[src/rtl/ccff_pkg.sv]
// Shared types and helpers for the configuration-flip-flop chain loader.
// The sequencer FSM states and the width of the final bitstream word live here.
package ccff_pkg;

    typedef enum logic [2:0] {
        ST_IDLE  = 3'd0,
        ST_FETCH = 3'd1,
        ST_SHIFT = 3'd2,
        ST_DRAIN = 3'd3,
        ST_DONE  = 3'd4
    } ccff_state_e;

    // Valid bits in the last bitstream word of a load; a zero remainder means a full word.
    function automatic int last_word_bits(input int chain_len, input int word_w);
        int rem;
        rem = chain_len % word_w;
        return (rem == 0) ? word_w : rem;
    endfunction

endpackage

[src/rtl/ccff_rb_packer.sv]
// Serial-to-word collector for the bits leaving the chain tail. Presents finished
// words on a valid/ready port and asks the sequencer to stall when it has nowhere to put one.
module ccff_rb_packer #(
    parameter int WORD_W = 8
) (
    input  logic              clk,
    input  logic              rst_n,
    input  logic              i_shift,
    input  logic              i_bit,
    input  logic              i_last,
    input  logic              i_rready,
    output logic [WORD_W-1:0] o_rdata,
    output logic              o_rvalid,
    output logic              o_stall,
    output logic              o_empty
);

    localparam int IDX_W = $clog2(WORD_W);

    logic [WORD_W-1:0] r_sreg;
    logic [IDX_W-1:0]  r_idx;
    logic              r_full;
    logic [WORD_W-1:0] r_rdata;
    logic              r_rvalid;

    logic [WORD_W-1:0] w_word;
    logic              w_pending;
    logic              w_free;
    logic              w_complete;

    // Valid/ready: o_rdata is offered while o_rvalid is high and is taken on a clock edge
    // where o_rvalid && i_rready; o_rvalid then drops unless a new word is moved in on that edge.
    always_comb begin
        w_word        = r_sreg;
        w_word[r_idx] = i_bit;
        w_pending     = r_rvalid && !i_rready;
        w_free        = !w_pending;
        w_complete    = !r_full && ((r_idx == IDX_W'(WORD_W - 1)) || i_last);
    end

    // A held full word blocks shifting while the output is pending; it also blocks the
    // final bit, which would otherwise need a second output slot in the same cycle.
    assign o_stall  = r_full && (w_pending || i_last);
    assign o_empty  = !r_full && !r_rvalid;
    assign o_rdata  = r_rdata;
    assign o_rvalid = r_rvalid;

    always_ff @(posedge clk or negedge rst_n) begin
        if (!rst_n) begin
            r_sreg   <= '0;
            r_idx    <= '0;
            r_full   <= 1'b0;
            r_rdata  <= '0;
            r_rvalid <= 1'b0;
        end else begin
            if (r_rvalid && i_rready) begin
                r_rvalid <= 1'b0;
            end
            if (r_full) begin
                if (w_free) begin
                    r_rdata  <= r_sreg;
                    r_rvalid <= 1'b1;
                    r_full   <= 1'b0;
                    r_sreg   <= i_shift ? {{(WORD_W-1){1'b0}}, i_bit} : '0;
                    r_idx    <= i_shift ? IDX_W'(1) : '0;
                end
            end else if (i_shift) begin
                if (w_complete) begin
                    r_idx <= '0;
                    if (w_free) begin
                        r_rdata  <= w_word;
                        r_rvalid <= 1'b1;
                        r_sreg   <= '0;
                    end else begin
                        r_sreg <= w_word;
                        r_full <= 1'b1;
                    end
                end else begin
                    r_sreg <= w_word;
                    r_idx  <= r_idx + IDX_W'(1);
                end
            end
        end
    end

endmodule

[src/rtl/ccff_chain_loader.sv]
// Loads one ccff chain LSB-first from a word stream while reading back the old contents.
// The FSM and bitstream serialiser live here; readback packing is in ccff_rb_packer.
module ccff_chain_loader
    import ccff_pkg::*;
#(
    parameter int CHAIN_LEN = 36,
    parameter int WORD_W    = 8,
    parameter int CNT_W     = 6
) (
    input  logic              prog_clk,
    input  logic              pReset,
    input  logic              start,
    input  logic [WORD_W-1:0] cfg_wdata,
    input  logic              cfg_wvalid,
    output logic              cfg_wready,
    output logic [WORD_W-1:0] rb_rdata,
    output logic              rb_rvalid,
    input  logic              rb_rready,
    output logic              ccff_head,
    output logic              ccff_en,
    input  logic              ccff_tail,
    output logic              busy,
    output logic              done,
    output logic [CNT_W-1:0]  bit_cnt,
    output ccff_state_e       dbg_state
);

    localparam int               LEFT_W    = $clog2(WORD_W + 1);
    localparam int               LAST_BITS = last_word_bits(CHAIN_LEN, WORD_W);
    localparam logic [CNT_W-1:0] LEN_C     = CNT_W'(CHAIN_LEN);
    localparam logic [CNT_W-1:0] LAST_IDX  = CNT_W'(CHAIN_LEN - 1);
    localparam logic [CNT_W-1:0] WORD_C    = CNT_W'(WORD_W);

    ccff_state_e       r_state;
    ccff_state_e       w_next;
    logic [WORD_W-1:0] r_sreg;
    logic [LEFT_W-1:0] r_word_left;
    logic [CNT_W-1:0]  r_bit_cnt;

    logic              w_en;
    logic              w_wready;
    logic              w_done;
    logic              w_stall;
    logic              w_rb_empty;
    logic              w_last_bit;
    logic              w_word_end;
    logic [CNT_W-1:0]  w_remaining;

    assign w_remaining = LEN_C - r_bit_cnt;
    assign w_last_bit  = (r_state == ST_SHIFT) && (r_bit_cnt == LAST_IDX);
    assign w_word_end  = (r_word_left == LEFT_W'(1));

    // Handshake: a word is taken on an edge where cfg_wvalid && cfg_wready; ready is only
    // offered in FETCH, so an idle source simply lengthens FETCH.
    always_comb begin
        w_next   = r_state;
        w_wready = 1'b0;
        w_en     = 1'b0;
        w_done   = 1'b0;
        case (r_state)
            ST_IDLE: begin
                if (start) begin
                    w_next = ST_FETCH;
                end
            end
            ST_FETCH: begin
                w_wready = 1'b1;
                if (cfg_wvalid) begin
                    w_next = ST_SHIFT;
                end
            end
            ST_SHIFT: begin
                w_en = !w_stall;
                if (w_en && w_word_end) begin
                    w_next = w_last_bit ? ST_DRAIN : ST_FETCH;
                end
            end
            ST_DRAIN: begin
                if (w_rb_empty) begin
                    w_next = ST_DONE;
                end
            end
            ST_DONE: begin
                w_done = 1'b1;
                w_next = ST_IDLE;
            end
            default: begin
                w_next = ST_IDLE;
            end
        endcase
    end

    always_ff @(posedge prog_clk or negedge pReset) begin
        if (!pReset) begin
            r_state <= ST_IDLE;
        end else begin
            r_state <= w_next;
        end
    end

    // The last word is trimmed to the bits the chain still needs; its spare upper bits never shift.
    always_ff @(posedge prog_clk or negedge pReset) begin
        if (!pReset) begin
            r_sreg      <= '0;
            r_word_left <= '0;
            r_bit_cnt   <= '0;
        end else begin
            if (r_state == ST_IDLE && start) begin
                r_bit_cnt <= '0;
            end
            if (r_state == ST_FETCH && cfg_wvalid) begin
                r_sreg      <= cfg_wdata;
                r_word_left <= (w_remaining <= WORD_C) ? LEFT_W'(LAST_BITS) : LEFT_W'(WORD_W);
            end
            if (w_en) begin
                r_sreg      <= r_sreg >> 1;
                r_bit_cnt   <= r_bit_cnt + CNT_W'(1);
                r_word_left <= r_word_left - LEFT_W'(1);
            end
        end
    end

    ccff_rb_packer #(
        .WORD_W (WORD_W)
    ) u_rb_packer (
        .clk      (prog_clk),
        .rst_n    (pReset),
        .i_shift  (w_en),
        .i_bit    (ccff_tail),
        .i_last   (w_last_bit),
        .i_rready (rb_rready),
        .o_rdata  (rb_rdata),
        .o_rvalid (rb_rvalid),
        .o_stall  (w_stall),
        .o_empty  (w_rb_empty)
    );

    assign cfg_wready = w_wready;
    assign ccff_en    = w_en;
    assign done       = w_done;
    assign busy       = (r_state != ST_IDLE);
    assign bit_cnt    = r_bit_cnt;
    assign ccff_head  = (r_state == ST_SHIFT) && r_sreg[0];
    assign dbg_state  = r_state;

endmodule

[config.mk]
export PLATFORM = sky130hd
export DESIGN_NAME = ccff_chain_loader
export DESIGN_NICKNAME = d
export VERILOG_FILES = /design/src/rtl/ccff_pkg.sv /design/src/rtl/ccff_rb_packer.sv /design/src/rtl/ccff_chain_loader.sv
export SDC_FILE = /design/constraint.sdc
export NUM_CORES = 1
export LEC_CHECK = 0
export CELL_PAD_IN_SITES_DETAIL_PLACEMENT = 2
export CELL_PAD_IN_SITES_GLOBAL_PLACEMENT = 2
export CORE_ASPECT_RATIO = 0.8
export CORE_MARGIN = 2
export CORE_UTILIZATION = 39
export CTS_BUF_LIST = sky130_fd_sc_hd__clkbuf_8
export DETAILED_ROUTE_END_ITERATION = 6
export PLACE_DENSITY_LB_ADDON = 0.1
export SKIP_LAST_GASP = 1
export SLEW_MARGIN = 20
export SYNTH_ARGS = -nofsm -noshare
export SYNTH_HDL_FRONTEND = slang
export SYNTH_HIERARCHICAL = 1
export SYNTH_SLANG_ARGS = --single-unit
[constraint.sdc]
create_clock -name prog_clk -period 5.6 [get_ports prog_clk]
set_input_delay 1.4 -clock prog_clk [delete_from_list [all_inputs] [get_ports prog_clk]]
set_output_delay 1.4 -clock prog_clk [all_outputs]
set_load 0.01 [all_outputs]
==> results.json <==
{
  "overflow": 0,
  "drc": 0,
  "cp_slowest_cell": "or4b_1",
  "cts_resized": 0,
  "grt_max_degree": 43,
  "ys_seq_elements": 42,
  "area_growth_pct": 17.2,
  "max_freq_mhz": 205,
  "crit_type": "in -> out",
  "antenna_found_initial": 0,
  "rsz0062_at_grt": "false",
  "clkLatencyLatePin_ps": 300,
  "path_max_fanout": 7,
  "finalHoldViolCount": 0,
  "cp_cell_sequence": "clkdlybuf4s50_1 > nor2b_1 > nor2_1 > nor2_1 > or4b_1 > clkinv_4 > clkdlybuf4s50_1",
  "p_leak_nw": 1.26,
  "met3_usage_pct": 4.62,
  "syn-instance-count": 255,
  "grtUsageTotal_pct": 20.5,
  "via_per_inst": 5.77,
  "dp_hpwl_um": 4740,
  "crit_buf_inv": 3,
  "power.switching_uw": 588,
  "p_comb_share_pct": 45.6,
  "syn_area_sq_um": 2580,
  "fp.dieH_um": 76.7,
  "fin_setup_tns_ps": 0,
  "drive_gt1_share_pct": 14.2,
  "cp_top_family": "buffers and inverters",
  "synth_top_area_share_pct": 40.8,
  "synth_flop_cell": "dfrtp_1",
  "std_cell_rows": 26,
  "setup_viol": 0,
  "intPower_uw": 852,
  "synth_cell_types": 53,
  "hold_buffers": 0,
  "htreeDepth": 2,
  "clkSlewWorstSetupHoldPaths_ps": 80,
  "ant_nets": 0,
  "dp_slack_ps": 720,
  "cts_tree": "yes",
  "drt_iter0_drc": 109,
  "grt_pass1_vias": 2187,
  "critPathCaptureType": "output pin",
  "die_w_um": 94.9,
  "cts_max_path_buffers": 2,
  "initial_core_util_pct": 40.4,
  "powerDensity_nw_per_um2": 476,
  "syn_nets": 275,
  "slowest_delay_ps": 700,
  "dieArea_sq_um": 7280,
  "io_pins": 37,
  "synth.yosys.seq_area_share_pct": 40.8,
  "start_kind": "input port",
  "drv_cap": 0,
  "status": "completed",
  "use_met2_pct": 29.3,
  "arrival_ps": 3490,
  "ir_drop_mv": 0.210,
  "async_flop_share_pct": 100,
  "synth_edf_count": 0,
  "use_met1_pct": 31.7,
  "diodes": 0,
  "setup_ws_ps": 713,
  "switching_share_pct": 40.8,
  "hold_path_class": "reg -> reg",
  "synth_common_cells": "42 x dfrtp_1, 27 x nand2_1, 17 x mux2_2",
  "period_minus_slack_ps": 4890,
  "finalCritPeriodShare_pct": 87.3,
  "dr.pass1.iters": 4,
  "cts_setup_buffers": 0,
  "grt_pass1_wl_um": 11600,
  "seq_power_share_pct": 40.5,
  "worst_slew_margin_rel_pct": 34.1,
  "clock_sinks": 42,
  "syn_avg_cell_area_sq_um": 10.1,
  "fin_util_pct": 47.4,
  "cts-root-buf": "clkbuf_8",
  "fin_total_pwr_mw": 1.44,
  "routed_wl_um": 6920,
  "busiest_layer": "met1",
  "synth_most_common_cell": "dfrtp_1",
  "numCtsBuffers": 5,
  "fin_nets": 302,
  "yosys_warnings": 6,
  "port_buffers": 36,
  "required_ps": 4200,
  "num_vias": 2105,
  "pwr-share-clk_pct": 13.9,
  "routedWlPerCell_um": 19.0,
  "gp_congestion": 0.728,
  "slew_violations": 0,
  "timing.hold.ws_ps": 491,
  "worst_pin_slew_ps": 988,
  "core_area_sq_um": 6380,
  "finClkSkew_ps": 4.76,
  "synth_area_leaders": "dfrtp_1 41%, mux2_2 7.4%, a2111oi_2 4.1%",
  "yosys.area.top_type": "dfrtp_1"
}
[area by class of cell]
| type | instances | area (sq um) |
|---|---|---|
| tap | 84 | 105 |
| inverter | 17 | 68.8 |
| fill | 668 | 3360 |
| clock buffer | 6 | 82.6 |
| multi-input combinational | 179 | 1350 |
| sequential | 42 | 1050 |
| timing repair buffer | 37 | 363 |
[power groups by stage]
stage / logic, mW / registers, mW / clock network (mW)
5_1_grt: 0.730 / 0.606 / 0.219
3_3_place_gp: 0.627 / 0.578 / 0
6_report: 0.656 / 0.583 / 0.200
2_1_floorplan: 0.490 / 0.509 / 0
4_1_cts: 0.667 / 0.580 / 0.207
3_5_place_dp: 0.664 / 0.582 / 0
[final timing paths]
kind                                                           to  slack (ps)                   start  depth (start not counted)
min in group asynchronous                   r_sreg[5]$_DFFE_PN0P_        1250                  pReset                          1
worst min-delay path                        r_sreg[1]$_DFFE_PN0P_         490   r_sreg[1]$_DFFE_PN0P_                          2
worst max-delay path                                      ccff_en         710               rb_rready                          7
worst max register to register  u_rb_packer/r_sreg[3]$_DFFE_PN0P_        1990  bit_cnt[0]$_DFFE_PN0P_                         12
worst min register to register              r_sreg[1]$_DFFE_PN0P_         490   r_sreg[1]$_DFFE_PN0P_                          2
max in group asynchronous       u_rb_packer/r_sreg[2]$_DFFE_PN0P_        3730                  pReset                          1
[cells by family after synthesis]
logic type      count (synthesis)  synth area share, %
simple gates                   93                 21.0
compound gates                 59                 19.6
flops                          42                 40.8
buf+inv                        34                 6.84
mux                            19                 8.20
fa+ha+maj                       6                 2.91
xor+xnor                        2                0.680
[tightest hold or removal path, delay by kind of cell, from the launching register on]
| family | cells | cell delay, ps |
|---|---|---|
| flops | 1 | 350 |
| simple gates | 2 | 110 |
[per-layer routing]
layer,up-vias,wire (um)
met3,7,212
met4,0,63
li1,982,-
met1,1084,3540
met2,32,3100
met5,-,0
[sequential cells by signal, indices dropped and copies added (netlist names)]
register / cells
u_rb_packer/r_idx: 3
dbg_state: 3
bit_cnt: 6
u_rb_packer/r_full: 1
r_word_left: 4
r_sreg: 8
u_rb_packer/o_rvalid: 1
u_rb_packer/r_sreg: 8
u_rb_packer/o_rdata: 8
[per-stage QoR]
step                      cells  area (sq um)
after floorplan             255          2580
after global placement      359          2940
after detailed placement    359          2940
after CTS                   365          3020
after global routing        365          3020
final                       365          3020
[cell usage in the layout, fill, tap and decap left out, drive strengths merged, types with 7 or more instances in the layout]
cell type      count
nor3b              8
a22oi              7
inv               16
clkdlybuf4s50     35
mux2              17
nand2             27
a221o              8
a2111oi            9
o21ai             11
nor2              12
dfrtp             42
Note: power is estimated with default switching activity, not from simulation.
